`src/rtl/lht_pkg.sv`:
```
// Shared types and defaults for the local history table update scheduler.
// Holds the FSM state encoding and the pending-update entry layout.
package lht_pkg;

    localparam int LHT_IDX_W       = 4;
    localparam int LHT_FIFO_DEPTH  = 4;
    localparam int LHT_NUM_ENTRIES = 1 << LHT_IDX_W;

    typedef enum logic {
        INIT = 1'b0,
        RUN  = 1'b1
    } lht_state_t;

    typedef struct packed {
        logic [LHT_IDX_W-1:0] idx;
        logic                 taken;
    } lht_entry_t;

endpackage

```
`src/rtl/lht_upd_fifo.sv`:
```
// Pending-update queue: up to two pushes and one pop per cycle.
// Slot 0 is always filled before slot 1; clr discards everything.
module lht_upd_fifo
    import lht_pkg::*;
#(
    parameter int  DEPTH   = LHT_FIFO_DEPTH,
    parameter type entry_t = lht_entry_t,
    localparam int PTR_W   = $clog2(DEPTH),
    localparam int CNT_W   = PTR_W + 1
) (
    input  logic             clk,
    input  logic             rst_n,
    input  logic             wr0_en,
    input  entry_t           wr0_data,
    input  logic             wr1_en,
    input  entry_t           wr1_data,
    input  logic             rd_en,
    input  logic             clr,
    output entry_t           head,
    output logic [CNT_W-1:0] count
);

    entry_t           mem [DEPTH];
    logic [PTR_W-1:0] wp;
    logic [PTR_W-1:0] rp;
    logic [PTR_W-1:0] wp_p1;
    logic [PTR_W-1:0] wp_nxt;
    logic [PTR_W-1:0] rp_nxt;
    logic [CNT_W-1:0] count_nxt;
    logic [1:0]       n_push;

    assign head  = mem[rp];
    assign wp_p1 = wp + PTR_W'(1);

    // Pointer and occupancy arithmetic; pointers wrap naturally
    always_comb begin
        n_push    = {1'b0, wr0_en} + {1'b0, wr1_en};
        wp_nxt    = wp + PTR_W'(n_push);
        rp_nxt    = rp + PTR_W'(rd_en);
        count_nxt = count + CNT_W'(n_push) - CNT_W'(rd_en);
    end

    // Storage array; contents need no reset since count gates use
    always_ff @(posedge clk) begin
        if (wr0_en) mem[wp]    <= wr0_data;
        if (wr1_en) mem[wp_p1] <= wr1_data;
    end

    // Pointer and count registers
    always_ff @(posedge clk or negedge rst_n) begin
        if (!rst_n) begin
            wp    <= '0;
            rp    <= '0;
            count <= '0;
        end else if (clr) begin
            wp    <= '0;
            rp    <= '0;
            count <= '0;
        end else begin
            wp    <= wp_nxt;
            rp    <= rp_nxt;
            count <= count_nxt;
        end
    end

endmodule

```
`src/rtl/lht_update_scheduler.sv`:
```
// Local history table update scheduler: clears the table after reset
// or on request, then merges two branch units' updates into one port.
module lht_update_scheduler
    import lht_pkg::*;
#(
    parameter int IDX_W       = LHT_IDX_W,
    parameter int FIFO_DEPTH  = LHT_FIFO_DEPTH,
    parameter int NUM_ENTRIES = LHT_NUM_ENTRIES
) (
    input  logic             clk,
    input  logic             rst_n,
    input  logic             req0_valid,
    input  logic [IDX_W-1:0] req0_idx,
    input  logic             req0_taken,
    output logic             req0_ready,
    input  logic             req1_valid,
    input  logic [IDX_W-1:0] req1_idx,
    input  logic             req1_taken,
    output logic             req1_ready,
    input  logic             flush,
    input  logic             clear_req,
    output logic             lht_we,
    output logic [IDX_W-1:0] lht_widx,
    output logic             lht_wtaken,
    output logic             lht_wclr,
    output logic             init_done
);

    localparam int CNT_W = $clog2(FIFO_DEPTH) + 1;
    localparam logic [CNT_W-1:0] DEPTH_C  = CNT_W'(FIFO_DEPTH);
    localparam logic [IDX_W-1:0] LAST_IDX = IDX_W'(NUM_ENTRIES - 1);

    typedef struct packed {
        logic [IDX_W-1:0] idx;
        logic             taken;
    } upd_t;

    lht_state_t       state;
    lht_state_t       state_nxt;
    logic [IDX_W-1:0] sweep;
    logic [IDX_W-1:0] sweep_nxt;
    logic             owner;
    logic [CNT_W-1:0] count;
    logic [CNT_W-1:0] free;
    upd_t             head;
    upd_t             e0;
    upd_t             e1;
    upd_t             wr0_data;
    logic             run;
    logic             blocked;
    logic             two_free;
    logic             one_free;
    logic             acc0;
    logic             acc1;
    logic             wr0_en;
    logic             wr1_en;
    logic             pop;
    logic             fifo_clr;
    logic             sweep_end;

    assign run       = (state == RUN);
    assign init_done = run;
    assign sweep_end = (sweep == LAST_IDX);

    // Free slots are judged before this cycle's pop
    assign free     = DEPTH_C - count;
    assign two_free = (free >= CNT_W'(2));
    assign one_free = (free == CNT_W'(1));
    assign blocked  = !run || flush || clear_req;

    assign e0 = {req0_idx, req0_taken};
    assign e1 = {req1_idx, req1_taken};

    assign acc0 = req0_valid && req0_ready;
    assign acc1 = req1_valid && req1_ready;

    // A lone req1 takes the first slot so slots stay contiguous
    assign wr0_en   = acc0 || acc1;
    assign wr0_data = acc0 ? e0 : e1;
    assign wr1_en   = acc0 && acc1;

    assign pop      = run && (count != '0);
    assign fifo_clr = run && (flush || clear_req);

    // State and sweep counter register
    always_ff @(posedge clk or negedge rst_n) begin
        if (!rst_n) begin
            state <= INIT;
            sweep <= '0;
        end else begin
            state <= state_nxt;
            sweep <= sweep_nxt;
        end
    end

    // Next state: sweep once through the table, leave RUN on clear
    always_comb begin
        state_nxt = state;
        sweep_nxt = '0;
        unique case (state)
            INIT: begin
                if (sweep_end) begin
                    state_nxt = RUN;
                end else begin
                    sweep_nxt = sweep + IDX_W'(1);
                end
            end
            RUN: begin
                if (clear_req) state_nxt = INIT;
            end
            default: ;
        endcase
    end

    // Table write port: clear sweep in INIT, queue head in RUN
    always_comb begin
        lht_we     = 1'b0;
        lht_wclr   = 1'b0;
        lht_widx   = '0;
        lht_wtaken = 1'b0;
        unique case (state)
            INIT: begin
                lht_we   = 1'b1;
                lht_wclr = 1'b1;
                lht_widx = sweep;
            end
            RUN: begin
                if (count != '0) begin
                    lht_we     = 1'b1;
                    lht_widx   = head.idx;
                    lht_wtaken = head.taken;
                end
            end
            default: ;
        endcase
    end

    // Readies from occupancy only; last slot goes to the owner
    always_comb begin
        req0_ready = 1'b0;
        req1_ready = 1'b0;
        if (!blocked) begin
            unique case (1'b1)
                two_free: begin
                    req0_ready = 1'b1;
                    req1_ready = 1'b1;
                end
                one_free: begin
                    req0_ready = !owner;
                    req1_ready = owner;
                end
                default: ;
            endcase
        end
    end

    // Owner hands the last slot over once it has used it
    always_ff @(posedge clk or negedge rst_n) begin
        if (!rst_n) begin
            owner <= 1'b0;
        end else if (one_free && (acc0 || acc1)) begin
            owner <= !owner;
        end
    end

    lht_upd_fifo #(
        .DEPTH   (FIFO_DEPTH),
        .entry_t (upd_t)
    ) u_fifo (
        .clk      (clk),
        .rst_n    (rst_n),
        .wr0_en   (wr0_en),
        .wr0_data (wr0_data),
        .wr1_en   (wr1_en),
        .wr1_data (e1),
        .rd_en    (pop),
        .clr      (fifo_clr),
        .head     (head),
        .count    (count)
    );

endmodule

```
`config.mk`:
```
export PLATFORM = sky130hd
export DESIGN_NAME = lht_update_scheduler
export DESIGN_NICKNAME = d
export VERILOG_FILES = /design/src/rtl/lht_pkg.sv /design/src/rtl/lht_upd_fifo.sv /design/src/rtl/lht_update_scheduler.sv
export SDC_FILE = /design/constraint.sdc
export NUM_CORES = 1
export LEC_CHECK = 0
export ABC_AREA = 1
export ABC_CLOCK_PERIOD_IN_PS = 2500
export BUFFER_PORTS_ARGS = -buffer_cell sky130_fd_sc_hd__buf_2
export CAP_MARGIN = 5
export CORE_MARGIN = 10
export CORE_UTILIZATION = 30
export DETAILED_ROUTE_END_ITERATION = 12
export SETUP_SLACK_MARGIN = 0.1
export SLEW_MARGIN = 20
export SYNTH_ARGS = -nofsm -noshare
export SYNTH_HDL_FRONTEND = slang
export SYNTH_SLANG_ARGS = --single-unit
```
`constraint.sdc`:
```
create_clock -name clk -period 2.5 [get_ports clk]
set_input_delay 0.375 -clock clk [delete_from_list [all_inputs] [get_ports clk]]
set_output_delay 0.375 -clock clk [all_outputs]
set_load 0.01 [all_outputs]
```
== Yosys cells after proc, flatten, opt, wreduce, memory -nomap -nowiden ==
Memory sizes are Yosys's and may differ from the RTL's.
Index checks and enable logic that the tools add are counted.
Word-level totals
  logic and storage cells: 56
  output and inout port bits: 10
  bits in registers: 13
  input bits: 16
  memories kept: 1
  RAM bits: 20
Memories
  u_fifo.mem: words 4, bits a word 5, rd ports 1, clocked after Yosys merged registers in 0, write ports 2, RTL line lht_upd_fifo.sv:23  | entry_t mem [DEPTH];
Cells by class
  equality and inequality tests: 2
  bitwise operators: 1
  add/sub/neg operators: 8
  muxes and demuxes: 24
  order comparisons: 1
  reduce and logical (&&, ||, !) cells: 13
Operators by type and width (count)
  $mux W1: 12
  $mux W4: 3
  $pmux W1 S2: 4
  $pmux W4 S2: 1
  $logic_and A1 B1 Y1: 6
  $mux W5: 1
  $add A4 B1 Y4 const B: 1
  $eq A4 B4 Y1 const B: 1
  $logic_or A1 B1 Y1: 4
  $mux W2: 2
  $add A3 B2 Y3: 1
  $eq A3 B1 Y1 const B: 1
  $ge A3 B2 Y1 const B: 1
  $mux W3: 1
  $reduce_bool A3 Y1: 1
  $sub A3 B1 Y3: 1
  $sub A3 B3 Y3 const A: 1
  $add A1 B1 Y2: 1
  $add A2 B1 Y2: 1
  $add A2 B1 Y2 const B: 1
  $add A2 B2 Y2: 1
  $logic_not A1 Y1: 2
  $not A1 Y1: 1

== Depth between registers and ports, before layout ==
Gate-level depths: netlist (run 1).
  depth in word-level cells: 10
  mapped depth: 15
  gate-level depth less buffers: 15

== Cells and area by module ==
Synthesis (run 1) repeated with hierarchy kept, for this count alone.
Second synthesis, totals
  cell total of the unflattened synthesis: 241
  area, all modules: 2030.7 µm²
Modules (own cells, without submodules)
  lht_upd_fifo: times used 1, cells an instance 165, area each 1476.4 µm²
  lht_update_scheduler: times used 1, cells an instance 76, area each 554.3 µm²

== Worst setup path after synthesis (run 1) ==
No wires, ideal clock.
  kind: flip-flop to flip-flop
  start point: reg u_fifo.count[0]
  end point: reg u_fifo.count[2]
  buffers on the path: 0
  required time: 2.375 ns
  stages on the path, launching flop included: 16
  arrival: 2.501 ns
  setup slack: -0.126 ns
  cell sequence: dfrtp_1 > inv_1 > ha_1 > ha_1 > nand2_1 > nor2_1 > nand2_1 > nand3_4 > inv_1 > ha_1 > inv_1 > ha_1 > inv_1 > fa_1 > o22ai_1 > a21oi_1
Between the ends
  cells in the longest elaborated chain, start to end: 10
  elaborated cells on any way between the ends: 17
  classes of those cells: add/sub: 4; order compare: 1; eq/ne: 1; mux: 5; reduce/logical: 6
Ends and longest elaborated chain
  start: declaration: RTL line lht_upd_fifo.sv:20  | output logic [CNT_W-1:0] count
  start signal: assignment: RTL line lht_upd_fifo.sv:62  | count <= count_nxt;
  $sub A3 B3 Y3: RTL line lht_update_scheduler.sv:66  | assign free = DEPTH_C - count;
  $ge A3 B2 Y1 / $eq A3 B1 Y1 (equally long branches): RTL line lht_update_scheduler.sv:67, lht_update_scheduler.sv:68
  $pmux W1 S2: RTL line lht_update_scheduler.sv:143  | unique case (1'b1)
  $mux W1: RTL line lht_update_scheduler.sv:142  | if (!blocked) begin
  $logic_and A1 B1 Y1 (on tied branches): RTL line lht_update_scheduler.sv:74, lht_update_scheduler.sv:75
  $logic_or A1 B1 Y1 / $logic_and A1 B1 Y1 (equally long branches): RTL line lht_update_scheduler.sv:78, lht_update_scheduler.sv:80
  $add A1 B1 Y2: RTL line lht_upd_fifo.sv:37  | n_push = {1'b0, wr0_en} + {1'b0, wr1_en};
  $add A3 B2 Y3: RTL line lht_upd_fifo.sv:40  | count_nxt = count + CNT_W'(n_push) - CNT_W'(rd_en);
  $sub A3 B1 Y3 *: RTL line lht_upd_fifo.sv:40
  $mux W3 *: RTL line lht_upd_fifo.sv:55  | end else if (clr) begin
Mark *: on every way between the ends. The rest lies on a longest branch, timed or not.
A chain may end at the register's enable or synchronous reset.

== Worst setup path after layout (run 1) ==
  start point: reg u_fifo.count[0]
  end point: reg u_fifo.count[1]
Same word-level chain as after synthesis.

==> results of run 1 <==
-- synthesized netlist by cell type, drive strengths merged, types with 2 or more instances --
cell type / instances / area [um^2]
nand4: 5 / 31.28
nand3: 23 / 127.6
nor2: 35 / 131.4
dfrtp: 13 / 325.3
o22ai: 5 / 31.28
inv: 40 / 150.1
xnor2: 2 / 17.52
edfxtp: 20 / 600.6
xor2: 3 / 26.28
nand2: 65 / 251.5
o21ai: 17 / 85.08
a21oi: 3 / 15.01
ha: 13 / 162.7
-- power by group --
| part | total (uW) | internal, uW | switching [uW] |
|---|---|---|---|
| sequential | 789 | 686 | 103 |
| clock | 383 | 193 | 190 |
| combinational | 1110 | 482 | 630 |
| total | 2280 | 1360 | 923 |
-- path summary, 6_finish.rpt --
| path | from | endpoint | cells after the start | slack [ns] |
|---|---|---|---|---|
| setup / recovery | u_fifo.count[0] | u_fifo.count[1] | 14 | 0.06 |
| hold / removal | clear_req | init_done | 2 | 0.33 |
| setup reg to reg | u_fifo.count[0] | u_fifo.count[1] | 14 | 0.06 |
| hold reg to reg | owner | owner | 1 | 0.48 |
| max in group asynchronous | rst_n | sweep[0] | 2 | 1.74 |
| min in group asynchronous | rst_n | u_fifo.count[0] | 2 | 0.52 |
-- through the flow --
stage	instance area [um^2]	hold WS (ns)	instances
floorplan	2098	0.07941	250
global placement	2384	0.2858	360
detailed placement	2384	0.2903	360
CTS	2514	0.3203	374
global route	2609	0.3230	376
finish	2609	0.3298	376
-- timing repair --
| item | 4_1_cts | 5_1_grt |
|---|---|---|
| endpoints found under the setup margin | 11 | 37 |
| pin swaps | 6 | 5 |
| endpoints found under the hold margin | 13 | 0 |
| cloned | 0 | 0 |
| setup buffers | 5 | 2 |
| resized for setup | 0 | 22 |
| hold buffers | 1 | 0 |
-- cell usage in the layout, fill, tap and decap left out, types with 2 or more instances in the layout --
| cell | netlist | layout |
|---|---|---|
| o21ai_0 | 17 | 12 |
| nand2_1 | 62 | 58 |
| dfrtp_1 | 13 | 13 |
| nor2_4 | 0 | 2 |
| ha_1 | 13 | 7 |
| o22ai_1 | 5 | 4 |
| ha_4 | 0 | 5 |
| nand3_1 | 22 | 22 |
| inv_1 | 39 | 29 |
| clkinv_2 | 0 | 2 |
| nor2_2 | 0 | 4 |
| xnor2_1 | 2 | 2 |
| clkbuf_8 | 0 | 5 |
| buf_2 | 0 | 25 |
| inv_2 | 1 | 10 |
| nand4_1 | 5 | 5 |
| a21oi_1 | 3 | 3 |
| o21ai_4 | 0 | 4 |
| nor2_1 | 35 | 29 |
| buf_4 | 0 | 16 |
| nand2_2 | 3 | 6 |
| xor2_1 | 3 | 3 |
| edfxtp_1 | 20 | 20 |
-- cells by family after synthesis --
group	Yosys count	synth area share
flops	33	0.4599
simple gates	130	0.2803
fa+ha+maj	14	0.09074
buf+inv	42	0.07830
compound gates	26	0.06899
xor+xnor	5	0.02176
-- area by class of cell --
class	instances	area, um^2	share of cell area
clock buffers	6	72.57	0.02782
clock inverters	2	10.01	0.003837
inverters	41	156.4	0.05995
multi-input cells	175	1092	0.4187
flip-flops and latches	33	925.9	0.3549
well taps	77	96.34	0.03693
repair buffers	42	255.2	0.09784
-- routing by layer --
layer,global-route usage,vias up,wire length [um]
met4,0.03688,0,64
met1,0.1276,783,2286
met5,0,-,0
li1,-,906,-
met3,0.02294,6,239
met2,0.1561,44,2348
-- state kept, by name (all words and copies together) (netlist names) --
name and cells:
u_fifo.mem 20, sweep 4, u_fifo.count 3, u_fifo.rp 2, u_fifo.wp 2, init_done 1, owner 1
-- critical path, delay by kind of cell (launching register included) --
family                   cells  cell delay [ns]
AND/OR/NAND/NOR              4             0.37
AO/OA/AOI/OAI                1             0.13
flip-flops                   1             0.36
adder cells (fa/ha/maj)      5             1.37
buffers and inverters        4             0.17
==> summary.md, run 1 <==
| Metric | Value |
|---|---|
| CTS Sinks | 33 |
| Kind of critical path | reg -> reg |
| Type of origin of the critical path | register |
| VDD IR max | 0.0005251 V |
| Buffers added on ports | 25 |
| Tightest Pin Transition | 0.4795 ns |
| Crit-path cells | inv_2 > ha_4 > ha_4 > nand2_4 > o21ai_2 > nand2_2 > nor2_4 > ha_4 > inv_2 > ha_4 > inv_2 > fa_2 > inv_2 > nor2_2 |
| H-tree levels | 2 |
| P&R area growth vs syn | 29.58% |
| Share of cells above drive strength 1 | 0.2943 |
| Setup_tns | 0 ns |
| CTS clock-pin slew for the worst setup and hold paths | 0.07 ns |
| Via density per instance | 4.625 |
| Register area share after synthesis | 0.4599 |
| Total CTS buffers | 5 |
| Antenna-violating nets left | 0 |
| Synth Area per Inst | 8.053 um^2 |
| Number of flops mapped to enable cells by yosys | 20 |
| Final worst slack | 0.05743 ns |
| Yosys warnings | 0 |
| Drt initial violations | 97 |
| First-pass GRT wire length | 8176 um |
| IO Count | 26 |
| Overall Global Routing Usage | 0.09840 |
| # setup viols final | 0 |
| Dpl hpwl | 3804 um |
| Final core occ | 0.4062 |
| Antenna diodes | 0 |
| Die Ht | 101.9 um |
| Gr ovfl total | 0 |
| PD cells | 875.5 mW/mm^2 |
| CP endpoint kind | register |
| Max-cap violations | 0 |
| LEAKAGE | 0.001226 uW |
| Routed vias | 1739 |
| Largest net degree at the start of global routing | 14 |
| DIE AREA | 0.01039 mm^2 |
| Crit path largest cell delay | 0.52 ns |
| Final net count | 328 |
| Max_slew headroom | 0.6791 |
| Root Buffer | clkbuf_8 |
| Initial antenna violation count | 0 |
| Seq cells post-synth | 33 |
| Dpl ws | -0.007566 ns |
| CTS tree | built |
| Most used DFF post-synth | edfxtp_1 |
| Min Tclk post-route | 2.443 ns |
| CP Data Required Time | 2.72 ns |
| Fillers | 634 |
| Rows | 29 |
| Drt first pass iters | 4 |
| DIE WIDTH | 101.9 um |
| CP max FO | 3 |
| Hold Crit Class | in -> reg |
| Max Buffers Root-to-Sink | 2 |
| Final Wtd Congestion | 0.8589 |
| Status | finished, final reports clean |
| WL final | 4939 um |
| Routed len/inst | 13.14 um |
| Count of cell types in the netlist | 22 |
| Syn Nets | 280 |
| Max stage delay cell, worst path | fa_2 |
| Synthesized area | 0.002013 mm^2 |
| Core box area | 0.006422 mm^2 |
| FFs w/ async S/R, synth | 0.3939 |
| Post-layout power | 2284 uW |
| Slew Viols, Final | 0 |
| RSZ-0062 raised after global routing | yes |
| Initial Utilization | 0.3135 |
| Fmax | 409.4 MHz |
| Number of global-route vias before repair | 1744 |
| Cell count after synthesis | 250 |
| Final hold vios | 0 |
| Worst skew pair latency | 0.28 ns |
| Crit path DAT | 2.66 ns |
| Worst Clk Skew | 0.006244 ns |
| Period Utilization, post-route | 0.9770 |
| DRC violations left | 0 |
(Power assumes the default switching activity.)
==> inputs of run 2 (changes only) <==
Settings changed: CTS_BUF_LIST from default to sky130_fd_sc_hd__clkbuf_8, CTS_CLUSTER_SIZE from default to 14.
==> run 2 against run 1 <==
Worst hold slack lost 0.00062 ns. Sequential power is essentially flat. Via count stayed put. Design area stayed put. Die area did not move. Combinational power about the same. Sequential cell count stayed put. Critical path type unchanged. Critical endpoint unchanged.
==> summary.md, run 2 (synthesis gave the netlist of run 1 again) <==
| Metric | Value |
|---|---|
| Min Tclk post-route | 2.443 ns (about the same) |
| Hold Crit Class | in -> reg (unchanged) |
| Via density per instance | 4.625 (unchanged) |
| IO Count | 26 (unchanged) |
| Tightest Pin Transition | 0.4801 ns (was 0.4795 ns) |
| Number of flip-flops in the largest register | 20 (unchanged) |
| Routed len/inst | 13.14 um (unchanged) |
| Slew Viols, Final | 0 (unchanged) |
| Worst skew pair latency | 0.28 ns (about the same) |
| Flop2flop setup slack | 0.06 ns (about the same) |
| Final Wtd Congestion | 0.8589 (unchanged) |
| WL final | 4939 um (unchanged) |
| Max_slew headroom | 0.6787 (was 0.6791) |
| Fillers | 634 (unchanged) |
| H-tree levels | 2 (unchanged) |
| VDD IR max | 0.0005251 V (about the same) |
| Final hold vios | 0 (unchanged) |
| Number of global-route vias before repair | 1744 (unchanged) |
| Root Buffer | clkbuf_8 (unchanged) |
| DIE AREA | 0.01039 mm^2 (unchanged) |
| Drt initial violations | 97 (unchanged) |
| Worst Clk Skew | 0.006244 ns (unchanged) |
| Hold Worst Slack | 0.3291 ns (was 0.3298 ns) |
| Dpl ws | -0.007566 ns (unchanged) |
| Max Buffers Root-to-Sink | 2 (unchanged) |
| Overall Global Routing Usage | 0.09840 (unchanged) |
| Hold Path Sink | init_done (unchanged) |
| Worst hold start | clear_req (unchanged) |
| First-pass GRT wire length | 8176 um (unchanged) |
| Die Ht | 101.9 um (unchanged) |
| Rows | 29 (unchanged) |
| Type of origin of the critical path | register (unchanged) |
| Final core occ | 0.4062 (unchanged) |
| Reg-to-Reg Start | u_fifo.count[0] (unchanged) |
| # setup viols final | 0 (unchanged) |
| Share of cells above drive strength 1 | 0.2943 (unchanged) |
| Dpl hpwl | 3804 um (unchanged) |
| Gr ovfl total | 0 (unchanged) |
| CTS clock-pin slew for the worst setup and hold paths | 0.07 ns (about the same) |
| Period Utilization, post-route | 0.9770 (about the same) |
| Largest regs | u_fifo.mem (20), sweep (4), u_fifo.count (3) (unchanged) |
| P&R area growth vs syn | 29.58% (unchanged) |
| Most flop-heavy register | u_fifo.mem (unchanged) |
| Initial antenna violation count | 0 (unchanged) |
| Antenna diodes | 0 (unchanged) |
| Max-cap violations | 0 (unchanged) |
| Kind of critical path | reg -> reg (unchanged) |
| CTS Sinks | 33 (unchanged) |
| Largest net degree at the start of global routing | 14 (unchanged) |
| Final worst slack | 0.05742 ns (was 0.05743 ns) |
| Antenna-violating nets left | 0 (unchanged) |
| Final net count | 328 (unchanged) |
| CP endpoint kind | register (unchanged) |
| Core box area | 0.006422 mm^2 (unchanged) |
| Hold Crit Depth | 2 (unchanged) |
| Total CTS buffers | 5 (unchanged) |
| Crit path DAT | 2.66 ns (about the same) |
| Fmax | 409.4 MHz (about the same) |
| Post-layout power | 2281 uW (was 2284 uW) |
| Routed vias | 1739 (unchanged) |
| Status | finished, final reports clean (unchanged) |
| Most frequent cells in the layout | nand2_1 (58), inv_1 (30), nor2_1 (29) (was nand2_1 (58), nor2_1 (29), inv_1 (29)) |
| R2R Path End | u_fifo.count[1] (unchanged) |
| Commonest non-fill, non-tap cell in the layout | nand2_1 (unchanged) |
| CP max FO | 3 (unchanged) |
| CP Data Required Time | 2.72 ns (about the same) |
| RSZ-0062 raised after global routing | yes (unchanged) |
| DIE WIDTH | 101.9 um (unchanged) |
| LEAKAGE | 0.001230 uW (was 0.001226 uW) |
| CTS tree | built (unchanged) |
| Buffers added on ports | 25 (unchanged) |
| Drt first pass iters | 4 (unchanged) |
| PD cells | 874.3 mW/mm^2 (was 875.5 mW/mm^2) |
| Reg2Reg Depth | 14 (unchanged) |
| DRC violations left | 0 (unchanged) |
| Initial Utilization | 0.3135 (unchanged) |
run 2: layout make-up:
cell class                      instances  area [um^2]  area share
Multi-Input combinational cell        175         1092      0.4187
Sequential cell                        33        925.9      0.3549
Timing Repair Buffer                   42        255.2     0.09784
Inverter                               41        156.4     0.05995
Tap cell                               77        96.34     0.03693
Clock buffer                            5        68.82     0.02638
Clock inverter                          3        13.76    0.005276
run 2: power breakdown:
group	internal, uW	switching [uW]
combinational	482	630
clock	189	190
sequential	686	103
run 2: how the worst max path moves through the flow:
stage                               start              end  slack (ns)  depth (start not counted)
after floorplan           u_fifo.count[1]  u_fifo.count[1]        0.09                         14
after global placement    u_fifo.count[1]  u_fifo.count[1]        0.07                         14
after detailed placement  u_fifo.count[0]  u_fifo.count[1]      -0.008                         14
after CTS                 u_fifo.count[0]  u_fifo.count[1]        0.06                         14
after global routing      u_fifo.count[1]  u_fifo.count[1]       -0.04                         14
final                     u_fifo.count[0]  u_fifo.count[1]        0.06                         14
run 2: what timing repair did:
action / CTS / global route
resized for setup: 0 / 22
endpoints found under the setup margin: 11 / 37
endpoints found under the hold margin: 13 / 0
hold buffers: 1 / 0
buffers inserted: 5 / 2
pin swaps: 6 / 5
run 2: layer usage:
layer  share of wire  routed length, um  track usage  vias up
met4           0.013                 64      0.03688        0
met5               0                  0            0        -
met1            0.46               2287       0.1276      783
met3           0.048                239      0.02294        6
li1                -                  -            -      906
met2            0.48               2348       0.1561       44
run 2: stage by stage:
| step | cell area (um^2) | TNS [ns] | cells |
|---|---|---|---|
| final | 2609 | 0 | 376 |
| after global routing | 2609 | -0.04405 | 376 |
| after CTS | 2514 | 0 | 374 |
| after detailed placement | 2384 | -0.007566 | 360 |
| after global placement | 2384 | 0 | 360 |
| after floorplan | 2098 | 0 | 250 |
run 2: critical path: stages (launching register included):
cell	delay (ns)
dfrtp_1	0.36
inv_2	0.06
ha_4	0.16
ha_4	0.29
nand2_4	0.06
o21ai_2	0.13
nand2_2	0.09
nor2_4	0.16
ha_4	0.15
inv_2	0.04
ha_4	0.25
inv_2	0.03
fa_2	0.52
inv_2	0.04
nor2_2	0.06
==> inputs of run 3 (changes only) <==
Settings changed: CORE_UTILIZATION 30 to 54, PLACE_DENSITY from default to 0.78.
==> run 3 against run 2 <==
Global-route usage increased by 6.3 points. Clock-buffer cell count unchanged. Cell count decreased by 6.9%. Critical endpoint unchanged. Total power decreased by 0.62%. Combinational power about the same. Highest routed layer unchanged. Largest cell class unchanged. Critical path depth unchanged.
==> summary.md, run 3 (synthesis gave the netlist of run 1 again) <==
| Metric | Value |
|---|---|
| Max Buffers Root-to-Sink | 2 (unchanged) |
| Type of origin of the critical path | register (unchanged) |
| DIE AREA | 0.006571 mm^2 (was 0.01039 mm^2) |
| Tightest Pin Transition | 0.4972 ns (was 0.4801 ns) |
| Most frequent cells in the layout | nand2_1 (59), nor2_1 (31), inv_1 (30) (was nand2_1 (58), inv_1 (30), nor2_1 (29)) |
| CTS Sinks | 33 (unchanged) |
| Clk pwr share | 0.172 (was 0.166) |
| Worst skew pair latency | 0.29 ns (was 0.28 ns) |
| # setup viols final | 0 (unchanged) |
| VDD IR max | 0.0005099 V (was 0.0005251 V) |
| Max_slew headroom | 0.6673 (was 0.6787) |
| RSZ-0062 raised after global routing | yes (unchanged) |
| Antenna diodes | 0 (unchanged) |
| Routed vias | 1806 (was 1739) |
| LEAKAGE | 0.001241 uW (was 0.001230 uW) |
| DIE WIDTH | 81.06 um (was 101.9 um) |
| IO Count | 26 (unchanged) |
| Largest regs | u_fifo.mem (20), sweep (4), u_fifo.count (3) (unchanged) |
| Hold Worst Slack | 0.3376 ns (was 0.3291 ns) |
| CTS tree | built (unchanged) |
| Buffers added on ports | 25 (unchanged) |
| P&R area growth vs syn | 27.47% (was 29.58%) |
| DRC violations left | 0 (unchanged) |
| Gr ovfl total | 0 (unchanged) |
| WL final | 4780 um (was 4939 um) |
| Seq pwr share | 0.348 (was 0.346) |
| PD cells | 883.2 mW/mm^2 (was 874.3 mW/mm^2) |
| Final Wtd Congestion | 0.8461 (was 0.8589) |
| Initial Utilization | 0.5541 (was 0.3135) |
| Commonest non-fill, non-tap cell in the layout | nand2_1 (unchanged) |
| P_sw | 909.9 uW (was 923.6 uW) |
| Final net count | 331 (was 328) |
| Period Utilization, post-route | 0.9861 (was 0.9770) |
| Final hold vios | 0 (unchanged) |
| H-tree levels | 2 (unchanged) |
| CP max FO | 3 (unchanged) |
| Die Ht | 81.06 um (was 101.9 um) |
| Routed len/inst | 13.66 um (was 13.14 um) |
| Total CTS buffers | 5 (unchanged) |
| Dpl hpwl | 3674 um (was 3804 um) |
| Number of global-route vias before repair | 1761 (was 1744) |
| Root Buffer | clkbuf_8 (unchanged) |
| Drt first pass iters | 4 (unchanged) |
| Share of cells above drive strength 1 | 0.2881 (was 0.2943) |
| Final core occ | 0.7063 (was 0.4062) |
| Final instance area | 0.002566 mm^2 (was 0.002609 mm^2) |
| Internal power | 1357 uW (about the same) |
| Initial antenna violation count | 0 (unchanged) |
| Sw Ratio | 0.4014 (was 0.4050) |
| Overall Global Routing Usage | 0.1612 (was 0.09840) |
| Worst Clk Skew | 0.005417 ns (was 0.006244 ns) |
| Drt initial violations | 203 (was 97) |
| Logic pwr share | 0.480 (was 0.488) |
| Min Tclk post-route | 2.465 ns (was 2.443 ns) |
| Hold Crit Class | in -> reg (unchanged) |
| Largest net degree at the start of global routing | 14 (unchanged) |
| Rows | 22 (was 29) |
| Antenna-violating nets left | 0 (unchanged) |
| Most flop-heavy register | u_fifo.mem (unchanged) |
| Kind of critical path | reg -> reg (unchanged) |
| CP Data Required Time | 2.72 ns (about the same) |
| Fmax | 405.6 MHz (was 409.4 MHz) |
| Number of flip-flops in the largest register | 20 (unchanged) |
| Crit path DAT | 2.69 ns (was 2.66 ns) |
| Core box area | 0.003633 mm^2 (was 0.006422 mm^2) |
| First-pass GRT wire length | 8383 um (was 8176 um) |
| CTS clock-pin slew for the worst setup and hold paths | 0.07 ns (about the same) |
| Max-cap violations | 0 (unchanged) |
| Slew Viols, Final | 0 (unchanged) |
| CP endpoint kind | register (unchanged) |
| Via density per instance | 5.160 (was 4.625) |
| Placed Area | 0.002347 mm^2 (was 0.002384 mm^2) |
| Status | finished, final reports clean (unchanged) |
## run 3: routing by layer
metal	part of all wire	wire, um	track usage
met1	0.44	2118	0.2134
met2	0.48	2295	0.2564
met5	0	0	0
met3	0.064	305	0.04084
met4	0.012	59	0.04325
## run 3: stage by stage
step / instances / worst slack (ns) / power, uW / TNS, ns
6_report: 350 / 0.03476 / 2267 / 0
5_1_grt: 350 / -0.06880 / 2473 / -0.07356
4_1_cts: 346 / 0.08069 / 2195 / 0
3_5_place_dp: 331 / -0.001889 / 1768 / -0.001889
3_3_place_gp: 331 / 0.07583 / 1727 / 0
2_1_floorplan: 250 / 0.09133 / 1466 / 0
## run 3: power groups by stage
stage | clock (uW) | sequential (uW) | combinational, uW
final | 391 | 789 | 1090
after global routing | 428 | 808 | 1240
after CTS | 395 | 789 | 1010
after detailed placement | 0 | 801 | 967
after global placement | 0 | 800 | 927
after floorplan | 0 | 769 | 697
## run 3: final timing paths
kind	startpoint	to	slack, ns	cells past startpoint
setup / recovery	u_fifo.count[0]	u_fifo.count[1]	0.03	14
hold / removal	clear_req	init_done	0.34	2
setup reg to reg	u_fifo.count[0]	u_fifo.count[1]	0.03	14
hold reg to reg	owner	owner	0.47	1
max in group asynchronous	rst_n	sweep[3]	1.76	2
min in group asynchronous	rst_n	owner	0.50	2
## run 3: final cells by class
class                           count  area, um^2
Inverter                           41       156.4
Tap cell                           48       60.06
Clock buffer                        5       68.82
Clock inverter                      3       13.76
Fill cell                         290        1067
Sequential cell                    33       925.9
Multi-Input combinational cell    175        1064
Timing Repair Buffer               45       277.8
## run 3: critical path, cell delays in order, from the launching register on
cell and delay, ns:
dfrtp_1 0.36, inv_2 0.06, ha_4 0.16, ha_4 0.28, nand2_4 0.05, o21ai_2 0.13
nand2_2 0.08, nor2_4 0.16, ha_4 0.16, inv_2 0.04, ha_4 0.25, inv_2 0.03
fa_2 0.51, inv_2 0.04, nor2_2 0.07
## run 3: what timing repair did
action                                  in CTS  in global routing
buffers inserted                             6                  4
pin swaps                                    7                  8
resized for setup                            0                 16
hold endpoints to repair                    13                  0
hold buffers                                 1                  0
endpoints found under the setup margin       2                 34
